### config.mk
export PLATFORM = sky130hd
export DESIGN_NAME = inst_fetch
export DESIGN_NICKNAME = d
export VERILOG_FILES = /design/src/rtl/inst_fetch.sv
export SDC_FILE = /design/constraint.sdc
export NUM_CORES = 1
export LEC_CHECK = 0
export BUFFER_PORTS_ARGS = -buffer_cell sky130_fd_sc_hd__buf_2
export CAP_MARGIN = 10
export CORE_ASPECT_RATIO = 1.25
export CORE_MARGIN = 5
export CORE_UTILIZATION = 39
export DETAILED_ROUTE_END_ITERATION = 6
export GPL_TIMING_DRIVEN = 0
export PLACE_DENSITY_LB_ADDON = 0.08
export SLEW_MARGIN = 20
export SYNTH_ARGS = -nofsm -noshare
export SYNTH_HDL_FRONTEND = slang
export SYNTH_SLANG_ARGS = --single-unit
### constraint.sdc
create_clock -name clk -period 5.4 [get_ports clk]
set_input_delay 0 -clock clk [delete_from_list [all_inputs] [get_ports clk]]
set_output_delay 0 -clock clk [all_outputs]
set_load 0.01 [all_outputs]
### src/rtl/inst_fetch.sv
// Instruction fetch stage: sequential PC, one-cycle ROM, 2-entry {pc, inst} buffer, branch redirect.
// Define INST_BYTE_SWAP_EN to byte-reverse each ROM word before it is buffered.
module inst_fetch #(
  parameter logic [31:0] INIT_PC   = 32'h0000_0000,
  parameter int          BUF_DEPTH = 2
) (
  input  logic        clk,
  input  logic        rst,
  output logic        rom_en,
  output logic [31:0] rom_addr,
  input  logic [31:0] rom_read_data,
  input  logic        branch_flag,
  input  logic [31:0] branch_target,
  output logic        inst_valid,
  input  logic        inst_ready,
  output logic [31:0] inst,
  output logic [31:0] inst_pc
);

  logic [31:0] pc;
  logic [31:0] inflight_pc;
  logic        inflight;
  logic        squash;
  logic [31:0] buf_pc   [2];
  logic [31:0] buf_inst [2];
  logic        rd_ptr;
  logic        wr_ptr;
  logic [1:0]  count;

  logic        pop;
  logic        push;
  logic [2:0]  occ;
  logic [31:0] fetch_word;

  // Handshake: an entry moves to the consumer on a cycle where inst_valid and
  // inst_ready are both high; inst/inst_pc stay put while valid is held without ready.
  assign inst_valid = !rst && (count != 2'd0);
  assign inst       = inst_valid ? buf_inst[rd_ptr] : 32'h0;
  assign inst_pc    = inst_valid ? buf_pc[rd_ptr]   : 32'h0;
  assign pop        = inst_valid && inst_ready;

  // Occupancy after this cycle's pop, counting the word still on its way back.
  assign occ      = {1'b0, count} + {2'b00, inflight} - {2'b00, pop};
  assign rom_en   = !rst && !branch_flag && (occ < 3'(BUF_DEPTH));
  assign rom_addr = rst ? INIT_PC : pc;

  // A redirect in the return cycle kills the returning word along with the buffer.
  assign push = inflight && !squash && !branch_flag;

`ifdef INST_BYTE_SWAP_EN
  assign fetch_word = {rom_read_data[7:0], rom_read_data[15:8],
                       rom_read_data[23:16], rom_read_data[31:24]};
`else
  assign fetch_word = rom_read_data;
`endif

  always_ff @(posedge clk) begin
    if (rst) begin
      pc          <= INIT_PC;
      inflight_pc <= INIT_PC;
      inflight    <= 1'b0;
      squash      <= 1'b0;
      count       <= 2'd0;
      rd_ptr      <= 1'b0;
      wr_ptr      <= 1'b0;
    end else begin
      inflight <= rom_en;
      if (rom_en) begin
        inflight_pc <= pc;
        pc          <= pc + 32'd4;
      end
      // squash marks the outstanding request as belonging to a redirected stream
      if (branch_flag) begin
        squash <= inflight;
      end else if (rom_en) begin
        squash <= 1'b0;
      end
      if (branch_flag) begin
        pc     <= {branch_target[31:2], 2'b00};
        count  <= 2'd0;
        rd_ptr <= 1'b0;
        wr_ptr <= 1'b0;
      end else begin
        if (push) begin
          buf_pc[wr_ptr]   <= inflight_pc;
          buf_inst[wr_ptr] <= fetch_word;
          wr_ptr           <= ~wr_ptr;
        end
        if (pop) begin
          rd_ptr <= ~rd_ptr;
        end
        count <= count + {1'b0, push} - {1'b0, pop};
      end
    end
  end

endmodule

==> key figures <==
Setup path
  – Crit end category: output port
  – Critical-path top delay cell: dfxtp_1
  – Crit Path Category: reg -> out
  – Startpoint Class: register
  – CP Cell Sequence: nor2_1 > or2_2 > clkbuf_1 > inv_1 > and2_1 > ha_1 > nand2b_1 > fa_1 > xnor2_2 > nand3_4 > inv_2 > clkbuf_1 > buf_2
  – Largest stage delay on the critical path: 540 ps
  – Worst Path Arrival: about 4400 ps
  – Critical path peak fanout: 10
  – Worst path required time: roughly 5400 ps
  – Largest delay share family, worst path: buffers and inverters
  – Most common cell on crit path: clkbuf_1
  – Buffers and inverters on the worst path: 5

Place
  – PortBufs: 159
  – Detailed placement HPWL: about 15 mm
  – Pre-CTS WS: between 1000 and 1500 ps
  – Placed cell count: 1137
  – GPL Wtd Cong: around 0.88

Synthesis
  – Seq cells post-synth: 191
  – Synth async-reset ratio: 0
  – Top FF cell, synth: edfxtp_1
  – Register area share after synthesis: 0.6283
  – Syn avg cell area: roughly 12 um^2
  – Number of enable flip-flop cells after synthesis: around 120
  – Yosys top cell by area: edfxtp_1
  – Syn Inst Count: a little under 700
  – Dominant cells by area after synthesis: edfxtp_1, dfxtp_1, mux2i_1, nand2_1, nor2_1
  – Most frequent cells after synthesis: edfxtp_1, nand2_1, nor2_1
  – Yosys top cell area share: 0.4619
  – Syn. warnings: 0
  – Synth Cell Area: 8061 um^2
  – Cell variety after synth: approximately 50
  – Most numerous cell in the Yosys netlist: edfxtp_1

Floorplanning
  – Initial Utilization: 0.3982
  – Row cnt: 58
  – I/O Pins: 166
  – Die outline height: 170.7 um
  – Die W: approximately 140 um
  – Core region area: approximately 20000 um^2
  – Die area: around 24000 um^2

Power
  – Final Total Pwr: ~3.0 mW
  – Pwr dens: between 200 and 300 nW/um^2
  – LEAKAGE: 4.000 nW
  – Maximum vdd drop: 201.7 uV

Route
  – Remaining DRCs: 0
  – WL/cell: approximately 16 um
  – Detailed Route Iter0 Violations: ~240
  – Final antenna-violating net count: 0
  – Vias per std cell: around 4.8
  – Via count: between 5000 and 6000
  – Drt total wl: 20.05 mm
  – Drt first pass iters: 6

Layout
  – Post-Layout Cell Count: roughly 1200
  – Area grow syn2layout: 30.61%
  – Fill count: 1816
  – Total Nets Final: 1021
  – Fraction of layout cells with a size suffix above 1: 0.2352
  – N_diodes: 0

STA
  – Setup slack after layout: slightly above 1000 ps
  – Post-layout min period: roughly 4400 ps
  – Relative max-transition margin: 0.5050
  – Final Max Tran Viols: 0
  – Final worst path period share: 0.8094
  – Final Setup Violations: 0
  – Clk_skew: 10.51 ps
  – RSZ-0062 raised after global routing: no
  – Peak Freq: roughly 230 MHz
  – Slew @ Worst Pin: approximately 740 ps
  – Final hold viol count: 0
  – Setup TNS: 0 ps

CTS
  – H-tree levels: 4
  – Clock Latency Late Sink: 420 ps
  – # resized after CTS: 0
  – Clock sinks: around 190
  – Reg clk slew, reported paths: roughly 70 ps
  – CTS tree: built
  – Post-CTS Repair Setup Buffers: 0
  – CTS Root Cell: clkbuf_16
  – CTS buffer count: 17
  – CTS Hold Bufs: between 60 and 70
  – Clk buf depth: 2

GRT
  – Total track usage: 0.1700
  – Global-route wire length before repair: around 32 mm
  – Antenna violations before repair: 0
  – Vias in the first global route: 6235
  – Largest net degree at the start of global routing: 17
  – Total congestion overflow: 0

Hold path
  – HP Class: in -> reg

Run status
  – Run status: finished clean

Run
  – Number of max-cap violations: 0
[path summary, 6_finish.rpt]
check	start	to	slack, ps	depth (start not counted)
max	count[1]	rom_en	1030	13
min	branch_target[25]	pc[25]	20	4
max reg2reg	count[1]	pc[11]	1120	14
min reg2reg	inflight_pc[30]	buf_pc[1][30]	450	0
[state kept, by name (all words and copies together) (netlist names), named ones only]
register	count
wr_ptr	1
squash	1
buf_inst	64
pc	30
inflight	1
buf_pc	60
rd_ptr	1
count	2
inflight_pc	30
[power by group]
group | switching [mW] | leakage [nW] | internal, mW
registers | 0.0335 | 1.74 | 1.58
logic | 0.114 | 1.98 | 0.102
clock network | 0.521 | 0.274 | 0.679
[logic make-up after synthesis]
logic type	count (synthesis)	share of synthesized area
and+or+nand+nor	276	0.1664
other	1	0.0004652
AOI/OAI and AO/OA	73	0.05525
xor gates and xnor gates	22	0.02577
adders and majority gates	5	0.008692
DFF	191	0.6283
buffers and inverters	56	0.02887
muxes	69	0.08629
[stage by stage]
step | utilization | hold slack (ps) | cell area, um^2
after floorplan | - | 98.87 | 8078
after global placement | 0.4550 | 188.9 | 9211
after detailed placement | 0.4613 | 193.1 | 9339
after CTS | 0.5200 | 8.297 | 10530
after global routing | 0.5200 | 30.42 | 10530
final | 0.5200 | 18.26 | 10530
[cell type report]
| cell class | instances | area, um^2 | share of cell area |
|---|---|---|---|
| buffer | 46 | 195.2 | 0.01854 |
| sequential | 191 | 5065 | 0.4810 |
| clock inverter | 15 | 143.9 | 0.01367 |
| timing repair buffer | 233 | 1533 | 0.1456 |
| inverter | 10 | 37.54 | 0.003565 |
| clock buffer | 17 | 425.4 | 0.04040 |
| multi-input combinational | 449 | 2791 | 0.2651 |
| tap | 270 | 337.8 | 0.03209 |
[per-layer routing]
layer | track usage | share of wire | up-vias
met5 | 0 | 0 | -
met4 | 0.05630 | 0.014 | 0
met3 | 0.03131 | 0.040 | 19
met2 | 0.3023 | 0.51 | 166
met1 | 0.2100 | 0.44 | 2780
li1 | - | - | 2962
[worst reg2reg max path: stages (launching register included)]
cell	delay, ps
dfxtp_1	540
nor2_1	60
or2_2	280
clkbuf_1	320
inv_1	170
and2_1	270
ha_1	270
nand2b_1	150
fa_1	490
buf_4	170
or3b_1	370
nor4_2	380
and3_1	270
mux2_2	340
a21oi_1	130
[layout by cell type (no fill, tap or decap), types with 4 or more instances in the layout]
cell / netlist / final
buf_4: 5 / 12
dlygate4sd3_1: 0 / 62
xor2_1: 11 / 11
and3_1: 6 / 6
xnor2_1: 9 / 9
clkinv_1: 0 / 4
nor2b_1: 27 / 27
ha_1: 4 / 4
a211oi_1: 9 / 9
nand3_1: 15 / 15
dfxtp_1: 67 / 67
nand2_1: 90 / 90
o22ai_1: 5 / 5
a21oi_1: 41 / 41
clkbuf_1: 36 / 36
nand4_1: 14 / 14
mux2i_1: 65 / 65
nor2_1: 89 / 89
and2_1: 8 / 8
buf_2: 3 / 162
inv_1: 9 / 9
a31oi_1: 7 / 7
conb_1: 1 / 4
clkbuf_16: 0 / 17
edfxtp_1: 124 / 124
Note: power is estimated with default switching activity, not from simulation.
